File: config.mk
export PLATFORM = sky130hd
export DESIGN_NAME = passage_direction_detector
export DESIGN_NICKNAME = d
export VERILOG_FILES = /design/src/rtl/passage_direction_detector.sv
export SDC_FILE = /design/constraint.sdc
export NUM_CORES = 1
export LEC_CHECK = 0
export CELL_PAD_IN_SITES_DETAIL_PLACEMENT = 1
export CELL_PAD_IN_SITES_GLOBAL_PLACEMENT = 1
export CORE_MARGIN = 2
export CORE_UTILIZATION = 30
export DETAILED_ROUTE_END_ITERATION = 16
export DONT_BUFFER_PORTS = 1
export PLACE_DENSITY = 0.57
export SLEW_MARGIN = 5
export SYNTH_ARGS = -nofsm -noshare
export SYNTH_HDL_FRONTEND = slang
export SYNTH_SLANG_ARGS = --single-unit
File: constraint.sdc
create_clock -name clk50 -period 2.35 [get_ports clk50]
set_input_delay 0.1175 -clock clk50 [delete_from_list [all_inputs] [get_ports clk50]]
set_output_delay 0.1175 -clock clk50 [all_outputs]
set_load 0.02 [all_outputs]
File: src/rtl/passage_direction_detector.sv
// Passage direction detector: thresholds and debounces two ranging
// distances, then tracks A->B / B->A passages and pulses the result.
//
// Ports:
//   clk50        : 50 MHz system clock
//   rst_n        : asynchronous active-low reset
//   distance_a   : outside sensor distance, cm (33-bit unsigned)
//   distance_b   : inside sensor distance, cm (33-bit unsigned)
//   enter_pulse  : one-cycle pulse on a completed A-to-B passage
//   exit_pulse   : one-cycle pulse on a completed B-to-A passage
//   fault_pulse  : one-cycle pulse on a transit timeout
//   occ_a, occ_b : debounced occupancy flags
//   state        : current sequence state code
module passage_direction_detector #(
  parameter int unsigned SAMPLE_DIV      = 500000,
  parameter int unsigned NEAR_CM         = 80,
  parameter int unsigned FAR_CM          = 90,
  parameter int unsigned DEB_SAMPLES     = 3,
  parameter int unsigned TIMEOUT_SAMPLES = 300
) (
  input  logic        clk50,
  input  logic        rst_n,
  input  logic [32:0] distance_a,
  input  logic [32:0] distance_b,
  output logic        enter_pulse,
  output logic        exit_pulse,
  output logic        fault_pulse,
  output logic        occ_a,
  output logic        occ_b,
  output logic [2:0]  state
);

  localparam int unsigned TW =
    (SAMPLE_DIV > 1) ? $clog2(SAMPLE_DIV) : 1;
  localparam int unsigned DW = $clog2(DEB_SAMPLES + 1);
  localparam int unsigned OW = $clog2(TIMEOUT_SAMPLES + 1);

  localparam logic [TW-1:0] TICK_RLD = TW'(SAMPLE_DIV - 1);
  localparam logic [DW-1:0] DEB_MAX  = DW'(DEB_SAMPLES);
  localparam logic [OW-1:0] TO_LAST  = OW'(TIMEOUT_SAMPLES - 1);
  localparam logic [32:0]   NEAR     = 33'(NEAR_CM);
  localparam logic [32:0]   FAR      = 33'(FAR_CM);

  typedef enum logic [2:0] {
    S_IDLE     = 3'd0,
    S_A_ON     = 3'd1,
    S_B_ON     = 3'd2,
    S_CROSS_AB = 3'd3,
    S_CROSS_BA = 3'd4,
    S_WAIT_CLR = 3'd5
  } st_e;

  // ---------------------------------------------------------------
  // Sample tick
  // ---------------------------------------------------------------
  logic [TW-1:0] tick_q;
  logic [TW-1:0] tick_d;
  logic          tick;

  assign tick   = (tick_q == '0);
  assign tick_d = tick ? TICK_RLD : tick_q - TW'(1);

  always_ff @(posedge clk50 or negedge rst_n) begin
    if (!rst_n) begin
      tick_q <= TICK_RLD;
    end else begin
      tick_q <= tick_d;
    end
  end

  // ---------------------------------------------------------------
  // Hysteresis classification and debounce, index 0 = A, 1 = B
  // ---------------------------------------------------------------
  logic [1:0]         occ_q;
  logic [1:0]         occ_d;
  logic [1:0][DW-1:0] deb_q;
  logic [1:0][DW-1:0] deb_d;
  logic [1:0]         raw;

  // Inside the hysteresis band the sample echoes the current flag,
  // so it never pushes the debounce counter.
  function automatic logic raw_of(
    input logic [32:0] d,
    input logic        occ
  );
    logic r;
    if (d < NEAR) begin
      r = 1'b1;
    end else if (d >= FAR) begin
      r = 1'b0;
    end else begin
      r = occ;
    end
    return r;
  endfunction

  assign raw[0] = raw_of(distance_a, occ_q[0]);
  assign raw[1] = raw_of(distance_b, occ_q[1]);

  always_comb begin
    occ_d = occ_q;
    deb_d = deb_q;
    if (tick) begin
      for (int i = 0; i < 2; i++) begin
        if (raw[i] != occ_q[i]) begin
          if (deb_q[i] + DW'(1) == DEB_MAX) begin
            occ_d[i] = ~occ_q[i];
            deb_d[i] = '0;
          end else begin
            deb_d[i] = deb_q[i] + DW'(1);
          end
        end else begin
          deb_d[i] = '0;
        end
      end
    end
  end

  always_ff @(posedge clk50 or negedge rst_n) begin
    if (!rst_n) begin
      occ_q <= '0;
      deb_q <= '0;
    end else begin
      occ_q <= occ_d;
      deb_q <= deb_d;
    end
  end

  // ---------------------------------------------------------------
  // Sequence FSM (works on the flags as they were before this tick)
  // ---------------------------------------------------------------
  st_e           st_q;
  st_e           st_nrm;
  logic          enter_d;
  logic          exit_d;
  logic          enter_q;
  logic          exit_q;
  logic          fault_q;
  logic [OW-1:0] to_q;
  logic          a;
  logic          b;
  logic          transit;
  logic          timeout;

  assign a = occ_q[0];
  assign b = occ_q[1];

  always_comb begin
    st_nrm  = st_q;
    enter_d = 1'b0;
    exit_d  = 1'b0;
    case (st_q)
      S_IDLE: begin
        unique case (1'b1)
          (a && !b): st_nrm = S_A_ON;
          (!a && b): st_nrm = S_B_ON;
          (a && b):  st_nrm = S_WAIT_CLR;
          default:   st_nrm = S_IDLE;
        endcase
      end
      S_A_ON: begin
        if (b) begin
          st_nrm = S_CROSS_AB;
        end else if (!a) begin
          st_nrm = S_IDLE;
        end
      end
      S_CROSS_AB: begin
        if (!a && !b) begin
          st_nrm  = S_IDLE;
          enter_d = 1'b1;
        end else if (a && !b) begin
          st_nrm = S_A_ON;
        end
      end
      S_B_ON: begin
        if (a) begin
          st_nrm = S_CROSS_BA;
        end else if (!b) begin
          st_nrm = S_IDLE;
        end
      end
      S_CROSS_BA: begin
        if (!a && !b) begin
          st_nrm = S_IDLE;
          exit_d = 1'b1;
        end else if (!a && b) begin
          st_nrm = S_B_ON;
        end
      end
      S_WAIT_CLR: begin
        if (!a && !b) begin
          st_nrm = S_IDLE;
        end
      end
      default: st_nrm = S_IDLE;
    endcase
  end

  assign transit = (st_q == S_A_ON)     || (st_q == S_B_ON) ||
                   (st_q == S_CROSS_AB) || (st_q == S_CROSS_BA);

  // The tick that would make the idle count reach the limit fires
  // the fault instead of incrementing.
  assign timeout = transit && (st_nrm == st_q) && (to_q == TO_LAST);

  always_ff @(posedge clk50 or negedge rst_n) begin
    if (!rst_n) begin
      st_q    <= S_IDLE;
      to_q    <= '0;
      enter_q <= 1'b0;
      exit_q  <= 1'b0;
      fault_q <= 1'b0;
    end else begin
      enter_q <= 1'b0;
      exit_q  <= 1'b0;
      fault_q <= 1'b0;
      if (tick) begin
        if (timeout) begin
          st_q    <= S_WAIT_CLR;
          to_q    <= '0;
          fault_q <= 1'b1;
        end else begin
          st_q    <= st_nrm;
          enter_q <= enter_d;
          exit_q  <= exit_d;
          if (!transit || (st_nrm != st_q)) begin
            to_q <= '0;
          end else begin
            to_q <= to_q + OW'(1);
          end
        end
      end
    end
  end

  assign enter_pulse = enter_q;
  assign exit_pulse  = exit_q;
  assign fault_pulse = fault_q;
  assign occ_a       = occ_q[0];
  assign occ_b       = occ_q[1];
  assign state       = st_q;

endmodule

==> run summary, run 1 <==
pin count of the biggest net entering global routing = 41
crit-path max FO = 8
Yosys reg bits = 40
Mapped Nets = 310
final hold violation count = 0
slowest CP cell = or4_4
final worst slack = 0.0757 ns
clock-pin slew on the worst setup and hold paths = 0.08 ns
Max Transition Viols Final = 0
Starting Density = 30.8%
CP max stage delay = 0.53 ns
average size of a mapped cell = 9.20 µm²
vias in the first global route = 1912
max_slew headroom = 66.2%
DR WL/cell = 15.0 µm
DP Wirelength = 3960 µm
Num CTS Buffers = 5
Worst Hold Class = input port to flip-flop
TritonRoute pass-1 iters = 4
first-pass GRT wire length = 9300 µm
nets = 328
Routed WL = 5360 µm
final core occ = 36.3%
crit path cell chain = or4_4, or4_4, or2_4, or4_4, o211ai_2
YS warnings = 0
Clock Tree Buf Depth = 2
post-layout power = 1.32 mW
Synth-to-Final Area Change = 17.9%
initial antenna violation count = 0
RSZ-0062 raised after global routing = yes
CTS sink count = 40
Post-synth EDFFs = 0
critical path arrival = 2.50 ns
VDD IR-drop max = 0.174 mV
Mapped Area = 2210 µm²
cell family with most CP delay = simple AND/OR/NAND/NOR gates
Buf/Inv on CP = 0
CTS tree = done
post-synth top area cell = dfrtp_1
postcts setup bufs = 0
# IOs = 76
most frequent CP cell = or4_4
Total GRT Usage = 14.0%
ys flop type = dfrtp_1
DR DRC count = 0
row count = 31
count of final setup violators = 0
most common cell in the netlist = dfrtp_1
Seq/Total Area, Yosys = 46.0%
die footprint = 8060 µm²
total of max-cap violations = 0
number of routed nets with antenna violations = 0
Setup WS pre-CTS = 0.00630 ns
Worst Setup Start Kind = flip-flop
Setup Skew = 0.00843 ns
layout cell share with drive strength beyond 1 = 18.5%
CP Class = flip-flop to flip-flop
vias per inst = 5.32
synth unique cells = 48
share of flip-flops with an asynchronous set or reset = 100%
synthesized instance count = 240
global route overflow = 0
most instantiated cells after synthesis = dfrtp_1, nand2_1, o21ai_0
core area = 7180 µm²
Tmin final = 2.27 ns
RD Place Congestion = 0.741
clk_lat worst skew = 0.30 ns
H-tree Lvls = 2
share of the synthesized area in the top cell type = 32.9%
leak pwr = 0.992 nW
CP Capture Type = flip-flop
P per Cell Area = 508 nW/µm²
# port buffers = 0
top post-synthesis cells by area = dfrtp_1, dfstp_2, nor4_1
1st-iter DRT viols = 34
Die Wd = 89.8 µm
period utilization = 96.8%
outcome = complete, no violations
Fmax achieved = 0.440 GHz
CP Data Required Time = 2.57 ns
# diodes = 0
vias post-DR = 1904
Die Ht = 89.8 µm
Slew @ Worst Pin = 0.507 ns
CTS root buf = clkbuf_8
state kept, by name, indices dropped and copies added, names as in the netlist:
name / flops
state: 3
to_q: 9
tick_q: 19
fault_pulse: 1
deb_q: 4
occ_q: 2
exit_pulse: 1
enter_pulse: 1
routing by layer:
metal | global-route usage [%] | share of wire [%]
met3 | 4.53 | 4.8
met5 | 0 | 0
met1 | 18.3 | 47
met2 | 22.5 | 47
met4 | 3.46 | 0.95
logic make-up after synthesis:
group,after synthesis,share of synthesized area (%)
compound gates,51,15.7
flops,40,46.0
fa+ha+maj,2,1.13
xor+xnor,14,5.56
mux,2,0.907
simple gates,113,27.5
buf+inv,18,3.23
cell type report:
type                    count  area [µm²]
flip-flops and latches     40        1010
fillers                   843        4570
clock buffers               6        82.6
inverters                   9        33.8
repair buffers             20         169
multi-input cells         182        1140
well taps                  99         124
clock inverters             2        38.8
worst register-to-register path, cell delays in order, from the launching register on:
cell      delay (ns)
dfstp_2         0.38
or4_4           0.53
or4_4           0.44
or2_4           0.29
or4_4           0.43
o211ai_2        0.13
where the power goes:
group | internal (mW) | total [mW] | switching [mW]
clock network | 0.347 | 0.606 | 0.259
logic | 0.00992 | 0.0274 | 0.0175
registers | 0.689 | 0.689 | 0.00000000446
final timing paths:
| kind | endpoint | slack, ns | startpoint | cells after the start |
|---|---|---|---|---|
| hold reg to reg | tick_q[0]$_DFF_PN1_ | 0.46 | tick_q[0]$_DFF_PN1_ | 1 |
| setup / recovery | deb_q[2]$_DFFE_PN0P_ | 0.08 | tick_q[15]$_DFF_PN1_ | 5 |
| hold / removal | occ_q[1]$_DFFE_PN0P_ | 0.15 | distance_b[3] | 3 |
| min in group asynchronous | deb_q[1]$_DFFE_PN0P_ | 0.27 | rst_n | 2 |
| max in group asynchronous | tick_q[0]$_DFF_PN1_ | 1.81 | rst_n | 2 |
| setup reg to reg | deb_q[2]$_DFFE_PN0P_ | 0.08 | tick_q[15]$_DFF_PN1_ | 5 |
metrics by stage:
stage | cells | TNS (ns) | cell area, µm² | hold slack (ns)
after CTS | 358 | 0 | 2590 | 0.141
after floorplan | 240 | -0.0344 | 2220 | -0.178
after detailed placement | 348 | 0 | 2430 | -0.177
after global routing | 358 | -0.00307 | 2600 | 0.182
after global placement | 348 | 0 | 2430 | -0.177
final | 358 | 0 | 2600 | 0.148
placed cells by master (no fill, tap or decap), drive strengths merged, types with 3 or more instances in the layout:
cell     instances
dfrtp           29
nand2           26
o21ai           19
buf             19
nor4            17
nor2            15
nor3            12
dfstp           11
inv              9
xor2             9
nand3            8
a21oi            6
or3              6
nand2b           6
clkbuf           6
xnor2            5
and3             5
o2bb2ai          4
or4              4
nor2b            3
a211oi           3
timing repair:
item | 4_1_cts | 5_1_grt
hold buffers | 2 | 0
hold endpoints to repair | 40 | 0
gates resized for setup | 1 | 6
setup endpoints to repair | 2 | 24
Note: power is estimated with default switching activity, not from simulation.
==> inputs of run 2 (changes only) <==
--- a/config.mk
+++ b/config.mk
@@ -8,10 +8,10 @@
 export CELL_PAD_IN_SITES_DETAIL_PLACEMENT = 1
 export CELL_PAD_IN_SITES_GLOBAL_PLACEMENT = 1
 export CORE_MARGIN = 2
-export CORE_UTILIZATION = 30
+export CORE_UTILIZATION = 41
 export DETAILED_ROUTE_END_ITERATION = 16
 export DONT_BUFFER_PORTS = 1
-export PLACE_DENSITY = 0.57
+export PLACE_DENSITY = 0.74
 export SLEW_MARGIN = 5
 export SYNTH_ARGS = -nofsm -noshare
 export SYNTH_HDL_FRONTEND = slang
==> run 2 against run 1 <==
  * Power shrank 7.3%
  * Worst setup slack lost 0.021 ns
  * Sequential power is essentially flat
  * Via count shrank 0.79%
  * Critical path depth is the same
  * Sequential share of layout area grew 0.63 points
  * Clock skew grew 0.0023 ns
  * Core utilization grew 14 points
  * First-iteration DRC count grew 62%
  * Clock power shrank 16%
  * Routed wire length grew 2.4%
  * Critical endpoint unchanged
  * Largest cell class unchanged
==> run summary, run 2 (synthesized netlist as in run 1, its figures left out) <==
critical path arrival = 2.52 ns
CP Data Required Time = 2.57 ns
die footprint = 5990 µm²
Tmin final = 2.30 ns
vias in the first global route = 1954
max_slew headroom = 58.7%
Die Ht = 77.4 µm
CP Class = flip-flop to flip-flop
CTS tree = done
Fillers = 622
commonest non-fill, non-tap cells in the layout = dfrtp_1, nand2_1, o21ai_0, buf_4, nor4_1
Die Wd = 77.4 µm
crit-path max FO = 9
final hold violation count = 0
H-tree Lvls = 2
most flop-heavy register = tick_q
Routed WL = 5490 µm
outcome = complete, no violations
Fmax achieved = 0.436 GHz
final worst slack = 0.0543 ns
layout cell share with drive strength beyond 1 = 18.5%
nets = 329
Worst Hold Class = input port to flip-flop
core area = 5140 µm²
DP Cell Count = 320
row count = 26
vias per inst = 5.72
slowest CP cell = or4_4
TritonRoute pass-1 iters = 4
1st-iter DRT viols = 55
Sequential cell area = 1010 µm²
Clock Tree Buf Depth = 2
number of routed nets with antenna violations = 0
count of final setup violators = 0
Worst Setup Start Kind = flip-flop
fin cells = 330
# IOs = 76
most frequent CP cell = or4_4
Multi-input gate area = 1150 µm²
total of max-cap violations = 0
largest registers = tick_q: 19 flops, to_q: 9 flops, deb_q: 4 flops
first-pass GRT wire length = 9290 µm
Total GRT Usage = 19.4%
clock-pin slew on the worst setup and hold paths = 0.08 ns
VDD IR-drop max = 0.303 mV
initial antenna violation count = 0
RSZ-0062 raised after global routing = yes
pin count of the biggest net entering global routing = 41
CP Capture Type = flip-flop
Synth-to-Final Area Change = 16.0%
Setup Skew = 0.0107 ns
CTS root buf = clkbuf_8
number of flip-flops in the largest register = 19
CTS sink count = 40
P per Cell Area = 479 nW/µm²
CP max stage delay = 0.52 ns
postcts setup bufs = 0
period utilization = 97.7%
DR DRC count = 0
crit path cell chain = or4_4, or4_4, or2_4, or4_4, o211ai_2
# port buffers = 0
RD Place Congestion = 0.775
leak pwr = 0.986 nW
Slew @ Worst Pin = 0.614 ns
DP Wirelength = 4000 µm
Starting Density = 42.9%
global route overflow = 0
Setup WS pre-CTS = -0.0178 ns
clk_lat worst skew = 0.30 ns
commonest non-fill, non-tap cell in the layout = dfrtp_1
# diodes = 0
vias post-DR = 1889
Num CTS Buffers = 5
Max Transition Viols Final = 0
DR WL/cell = 16.6 µm
post-layout power = 1.23 mW
==> run 2: final timing paths <==
| check | start | slack, ns | to | cells past startpoint |
|---|---|---|---|---|
| min in group asynchronous | rst_n | 0.28 | tick_q[9]$_DFF_PN0_ | 2 |
| max in group asynchronous | rst_n | 1.79 | tick_q[0]$_DFF_PN1_ | 2 |
| max | tick_q[15]$_DFF_PN1_ | 0.05 | deb_q[2]$_DFFE_PN0P_ | 5 |
| min | distance_a[1] | 0.17 | occ_q[0]$_DFFE_PN0P_ | 3 |
| min reg2reg | tick_q[0]$_DFF_PN1_ | 0.46 | tick_q[0]$_DFF_PN1_ | 1 |
| max reg2reg | tick_q[15]$_DFF_PN1_ | 0.05 | deb_q[2]$_DFFE_PN0P_ | 5 |
==> run 2: area by class of cell <==
| cell class | instances | share of cell area [%] |
|---|---|---|
| clock buffers | 8 | 3.91 |
| well taps | 70 | 3.42 |
| inverters | 9 | 1.32 |
| repair buffers | 21 | 6.74 |
| multi-input cells | 182 | 45.0 |
| flip-flops and latches | 40 | 39.6 |
==> run 2: worst max-delay path: cells and delay by family (launching register included) <==
family             cells  cell delay [ns]
and+or+nand+nor        4             1.70
DFF                    1             0.38
AOI/OAI and AO/OA      1             0.14
==> run 2: metal layers <==
metal  wire [µm]  up-vias  GRT usage (%)
li1            -      918              -
met1        2600      942           25.7
met2        2660       21           31.3
met3         137        8           3.72
met4          91        0           7.50
met5           0        -              0
==> run 2: report_power, final <==
part	leakage (nW)	switching, mW	total, mW	internal (mW)
clock network	0.0515	0.241	0.509	0.268
logic	0.446	0.0182	0.0281	0.00991
registers	0.489	0.00000000154	0.689	0.689
total	0.986	0.259	1.23	0.967
==> run 2: stage by stage <==
| stage | hold WS (ns) | util [%] | TNS [ns] | instance area, µm² |
|---|---|---|---|---|
| floorplan | -0.178 | - | -0.0344 | 2220 |
| global placement | -0.177 | 46.8 | 0 | 2400 |
| detailed placement | -0.177 | 46.8 | -0.0570 | 2400 |
| CTS | 0.161 | 49.4 | 0 | 2540 |
| global route | 0.208 | 49.8 | -0.138 | 2560 |
| finish | 0.175 | 49.8 | 0 | 2560 |
==> run 2: what timing repair did <==
item,in CTS,in global routing
gates resized for setup,2,4
hold endpoints to repair,40,0
hold buffers,2,0
endpoints found under the setup margin,10,10
